File: config.mk
export PLATFORM = sky130hd
export DESIGN_NAME = victory_tracker
export DESIGN_NICKNAME = d
export VERILOG_FILES = /design/src/rtl/victory_tracker.sv
export SDC_FILE = /design/constraint.sdc
export NUM_CORES = 1
export LEC_CHECK = 0
export BUFFER_PORTS_ARGS = -buffer_cell sky130_fd_sc_hd__buf_2
export CORE_ASPECT_RATIO = 0.8
export CORE_MARGIN = 3
export CORE_UTILIZATION = 49
export DETAILED_ROUTE_END_ITERATION = 10
export PLACE_DENSITY = 0.8
export SYNTH_ARGS = -nofsm -noshare
export SYNTH_HDL_FRONTEND = slang
export SYNTH_SLANG_ARGS = --single-unit
File: constraint.sdc
create_clock -name clk -period 3.4 [get_ports clk]
set_input_delay 0.17 -clock clk [delete_from_list [all_inputs] [get_ports clk]]
set_output_delay 0.17 -clock clk [all_outputs]
set_load 0.02 [all_outputs]
File: src/rtl/victory_tracker.sv
// Round/match referee for the crossy-roads board: a frog holding GOAL_ROW for
// HOLD_CYCLES consecutive enabled cycles wins the round; WIN_SCORE wins the match.
module victory_tracker #(
    parameter int NUM_PLAYERS = 2,
    parameter int ROW_W       = 4,
    parameter int GOAL_ROW    = 0,
    parameter int HOLD_CYCLES = 1,
    parameter int SCORE_W     = 4,
    parameter int WIN_SCORE   = 3,
    parameter int PID_W       = (NUM_PLAYERS > 1) ? $clog2(NUM_PLAYERS) : 1
) (
    input  logic                           clk,
    input  logic                           reset_n,
    input  logic                           enable,
    input  logic [NUM_PLAYERS*ROW_W-1:0]   frog_row,
    input  logic                           round_ack,
    input  logic                           new_match,
    output logic [NUM_PLAYERS-1:0]         win_pulse,
    output logic                           round_over,
    output logic [PID_W-1:0]               winner_id,
    output logic [NUM_PLAYERS*SCORE_W-1:0] scores,
    output logic                           match_over,
    output logic [1:0]                     dbg_state
);

    localparam int                 CNT_W     = (HOLD_CYCLES > 1) ? $clog2(HOLD_CYCLES + 1) : 1;
    localparam logic [CNT_W-1:0]   HOLD_MAX  = HOLD_CYCLES[CNT_W-1:0];
    localparam logic [CNT_W-1:0]   HOLD_QUAL = CNT_W'(HOLD_CYCLES - 1);
    localparam logic [ROW_W-1:0]   GOAL_VAL  = GOAL_ROW[ROW_W-1:0];
    localparam logic [SCORE_W-1:0] WIN_VAL   = WIN_SCORE[SCORE_W-1:0];

    typedef enum logic [1:0] {
        ST_PLAY      = 2'd0,
        ST_ROUND_WON = 2'd1,
        ST_MATCH_WON = 2'd2
    } state_t;

    state_t                           r_state;
    state_t                           w_next_state;
    logic [CNT_W-1:0]                 r_hold [NUM_PLAYERS];
    logic [NUM_PLAYERS-1:0]           r_win_pulse;
    logic                             r_round_over;
    logic [PID_W-1:0]                 r_winner_id;
    logic [NUM_PLAYERS*SCORE_W-1:0]   r_scores;
    logic                             r_match_over;

    logic [NUM_PLAYERS-1:0]           w_on_goal;
    logic [NUM_PLAYERS-1:0]           w_qual;
    logic                             w_any_qual;
    logic [PID_W-1:0]                 w_winner;
    logic [SCORE_W-1:0]               w_cur_score;
    logic [SCORE_W-1:0]               w_next_score;

    always_comb begin
        w_on_goal = '0;
        w_qual    = '0;
        for (int i = 0; i < NUM_PLAYERS; i++) begin
            w_on_goal[i] = enable && (frog_row[i*ROW_W +: ROW_W] == GOAL_VAL);
            w_qual[i]    = w_on_goal[i] && (r_hold[i] == HOLD_QUAL) && (r_state == ST_PLAY);
        end
    end

    // Descending scan leaves the lowest-index qualifier as the winner on ties.
    always_comb begin
        w_winner = '0;
        for (int i = NUM_PLAYERS - 1; i >= 0; i--) begin
            if (w_qual[i]) w_winner = PID_W'(i);
        end
    end

    assign w_any_qual   = |w_qual;
    assign w_cur_score  = r_scores[int'(w_winner)*SCORE_W +: SCORE_W];
    assign w_next_score = (w_cur_score == '1) ? w_cur_score : w_cur_score + SCORE_W'(1);

    always_ff @(posedge clk or negedge reset_n) begin
        if (!reset_n) r_state <= ST_PLAY;
        else          r_state <= w_next_state;
    end

    always_comb begin
        w_next_state = r_state;
        if (new_match) begin
            w_next_state = ST_PLAY;
        end else begin
            case (r_state)
                ST_PLAY: begin
                    if (w_any_qual)
                        w_next_state = (w_next_score == WIN_VAL) ? ST_MATCH_WON : ST_ROUND_WON;
                end
                ST_ROUND_WON: begin
                    if (round_ack) w_next_state = ST_PLAY;
                end
                ST_MATCH_WON: w_next_state = ST_MATCH_WON;
                default:      w_next_state = ST_PLAY;
            endcase
        end
    end

    // Counters only run in PLAY; any qualification leaves PLAY and clears them all.
    always_ff @(posedge clk or negedge reset_n) begin
        if (!reset_n) begin
            for (int i = 0; i < NUM_PLAYERS; i++) r_hold[i] <= '0;
        end else begin
            for (int i = 0; i < NUM_PLAYERS; i++) begin
                if (new_match || w_any_qual || !w_on_goal[i] || (r_state != ST_PLAY))
                    r_hold[i] <= '0;
                else if (r_hold[i] != HOLD_MAX)
                    r_hold[i] <= r_hold[i] + CNT_W'(1);
            end
        end
    end

    always_ff @(posedge clk or negedge reset_n) begin
        if (!reset_n) begin
            r_win_pulse  <= '0;
            r_round_over <= 1'b0;
            r_winner_id  <= '0;
            r_scores     <= '0;
            r_match_over <= 1'b0;
        end else begin
            r_win_pulse <= '0;
            if (new_match) begin
                r_round_over <= 1'b0;
                r_winner_id  <= '0;
                r_scores     <= '0;
                r_match_over <= 1'b0;
            end else if (w_any_qual) begin
                r_winner_id  <= w_winner;
                r_win_pulse  <= NUM_PLAYERS'(1) << w_winner;
                r_scores[int'(w_winner)*SCORE_W +: SCORE_W] <= w_next_score;
                r_round_over <= 1'b1;
                if (w_next_score == WIN_VAL) r_match_over <= 1'b1;
            end else if ((r_state == ST_ROUND_WON) && round_ack) begin
                r_round_over <= 1'b0;
            end
        end
    end

    assign win_pulse  = r_win_pulse;
    assign round_over = r_round_over;
    assign winner_id  = r_winner_id;
    assign scores     = r_scores;
    assign match_over = r_match_over;
    assign dbg_state  = r_state;

endmodule

==> impl_metrics.toml <==
[run_status]
status = "finished, final reports clean"

[setup_path]
setup.worst_path.end = "dbg_state[0]$_DFFE_PN0P_"
crit_path_end_kind = "flip-flop"
crit_type = "flip-flop to flip-flop"
reg2reg_depth = 9
r2r-end = "dbg_state[0]$_DFFE_PN0P_"
reg2reg_slack_ns = 0.33
arrival_ns = 3.28
critPathLaunchType = "flip-flop"
worstPathMaxFanout = 10
critPathLaunch = "dbg_state[1]$_DFFE_PN0P_"
cp.required_ns = 3.61
reg2reg_from = "dbg_state[1]$_DFFE_PN0P_"

[finish]
fillers = 125
multi_input_area_um2 = 443
seq_area_um2 = 425
diodes = 0
final_util_pct = 64.7
drive_gt1_share_pct = 34.5
syn_to_final_growth_pct = 20.6
layout.nets = 128

[routing]
drc = 0
wl_per_cell_um = 14.3
via_count = 763
vias_per_cell = 5.65
wl_um = 1930
drt-pass1-iter-count = 4
first_iter_violations = 27
ant_nets = 0

[logic_synthesis]
synth_area_leader_cell = "dfrtp_1"
syn_avg_cell_area_um2 = 10.7
synth-edff-count = 0
async_reset_ff_share_pct = 100
synth.most_common_cell = "dfrtp_1"
syn_area_um2 = 898
synth.net_count = 98
ys.flop_type = "dfrtp_1"
syn-instance-count = 84
synth-seq-cells = 17
synth_cell_types = 33
synth_common_cells = "dfrtp_1 (17), nor2_1 (9), nor3_1 (7)"
synth.area.top_cells = "dfrtp_1 (47%), and4b_1 (4.5%), nor3_1 (3.9%)"
yosysTopAreaCellShare_pct = 47.4
ys_seq_area_share_pct = 47.4
yosys_warnings = 0

[floorplan]
row_count = 13
fp.coreArea_mm2 = 0.00168
initial_utilization_pct = 53.6
fp.dieH_um = 44.3
dieArea_mm2 = 0.00239
die_width_um = 53.9
io_pins = 28

[place]
gp_congestion = 0.841
hpwl_um = 1420
portBuffers = 27

[clock_tree]
ctsHtreeMaxLevel = 1
cts_resized = 0
clockRootBuffer = "clkbuf_4"
numCtsBuffers = 3
clockBufferDepth = 2
post-cts-setup-buffers = 0
clock_latency_ns = 0.30
path_clk_slew_ns = 0.11
cts.sinks = 17
cts_tree = "done"

[sta]
holdWs_ns = 0.140
period_needed_ns = 3.07
tightest_slew_ns = 0.502
rsz0062_at_grt = "no"
skew_ns = 0.0158
hold_violations = 0
maxSlewViolCount = 0
tns_ns = 0
slew_headroom_pct = 66.3
final.period_utilization_pct = 90.2
fmax_mhz = 326
setup_violations = 0

[global_routing]
grt_usage_pct = 18.0
grt_max_degree = 19
grt_pass1_wl_um = 2990
grt-ovfl-total = 0
grt_pass1_vias = 663
grt_antenna_before_repair = 0

[power_and_ir_drop]
seqPwrFrac_pct = 58.9
irDropWorstVdd_v = 0.000195
p_int_uw = 262
p_switching_uw = 88.4
clkPwrFrac_pct = 31.4
power_leakage_uw = 0.000552
power_density_mw_per_mm2 = 323
power_frac_comb_pct = 9.7
swShare_pct = 25.3

[job]
max-cap-violations = 0

[min_path]
holdCritPathClass = "input port to flip-flop"
## how the worst min path moves through the flow
stage	cells past startpoint	end	start	slack, ns
2_1_floorplan	0	dbg_state[0]$_DFFE_PN0P_	reset_n	-0.13
3_3_place_gp	1	match_over$_DFFE_PN0P_	reset_n	0.10
3_5_place_dp	1	dbg_state[1]$_DFFE_PN0P_	reset_n	0.11
4_1_cts	3	r_hold[0]$_DFF_PN0_	enable	0.13
5_1_grt	3	r_hold[0]$_DFF_PN0_	enable	0.13
6_report	3	r_hold[0]$_DFF_PN0_	enable	0.14
## flip-flops by register name, summed over array words and instances, names as in the netlist
register and cells:
match_over 1, winner_id 1, win_pulse 2, scores 8
dbg_state 2, round_over 1, r_hold 2
## repair_timing
item	4_1_cts	5_1_grt
endpoints found under the hold margin	17	0
hold buffers	1	0
endpoints found under the setup margin	0	0
## critical path: stages (launching register included)
cell and delay, ns:
dfrtp_1 0.48, nor2_1 0.19, and4b_1 0.28, nor2b_2 0.40, mux2_2 0.39, ha_1 0.32
xor2_1 0.18, nor4b_1 0.39, mux2i_2 0.16, a21o_1 0.18
## kinds of logic (layout without fill, tap and decap cells)
group	after synthesis	after routing	synth area share [%]
buffers and inverters	6	35	3.34
DFF	17	17	47.4
muxes	5	5	6.27
adders and majority gates	1	1	1.39
xor gates and xnor gates	4	4	3.90
and+or+nand+nor	40	40	30.5
AOI/OAI and AO/OA	11	11	7.24
## cell usage in the layout, fill, tap and decap left out, types with 2 or more instances in the layout
master	n
buf_2	27
dfrtp_1	17
nor2_1	9
nor3_1	7
and4b_1	4
a21oi_1	4
xor2_1	3
nor4b_1	3
clkbuf_4	3
mux2_2	2
nor2b_1	2
nand4_1	2
and3_1	2
nand3_1	2
mux2i_1	2
inv_1	2
o21ai_0	2
nand2_1	2
## layout make-up
| cell class | count | share of cell area (%) |
|---|---|---|
| Tap cell | 22 | 2.54 |
| Timing Repair Buffer | 29 | 14.1 |
| Multi-Input combinational cell | 61 | 40.9 |
| Inverter | 2 | 0.693 |
| Clock inverter | 1 | 0.462 |
| Clock buffer | 3 | 2.08 |
| Sequential cell | 17 | 39.3 |
## power by group through the flow
| stage | logic, uW | clock network [uW] | registers (uW) |
|---|---|---|---|
| 6_report | 34.1 | 110 | 206 |
| 5_1_grt | 37.6 | 126 | 206 |
| 4_1_cts | 34.3 | 115 | 206 |
| 3_5_place_dp | 33.2 | 0 | 210 |
| 3_3_place_gp | 32.2 | 0 | 210 |
| 2_1_floorplan | 14.2 | 0 | 212 |
## routing by layer
metal  vias up  global-route usage, %  part of all wire (%)
li1        366                      -                     -
met1       365                   24.0                    44
met2        28                   26.6                    46
met3         4                   7.07                   8.0
met4         0                   6.12                   1.1
met5         -                      0                     0
## through the flow
stage | setup WS, ns | instance area, um^2 | power, uW | std cells
finish | 0.332 | 1080 | 350 | 135
global placement | 0.533 | 1050 | 242 | 130
floorplan | 0.504 | 898 | 226 | 84
global route | 0.127 | 1080 | 370 | 135
CTS | 0.392 | 1080 | 355 | 135
detailed placement | 0.437 | 1050 | 243 | 130
No activity file was read; power rests on OpenSTA's default activity.
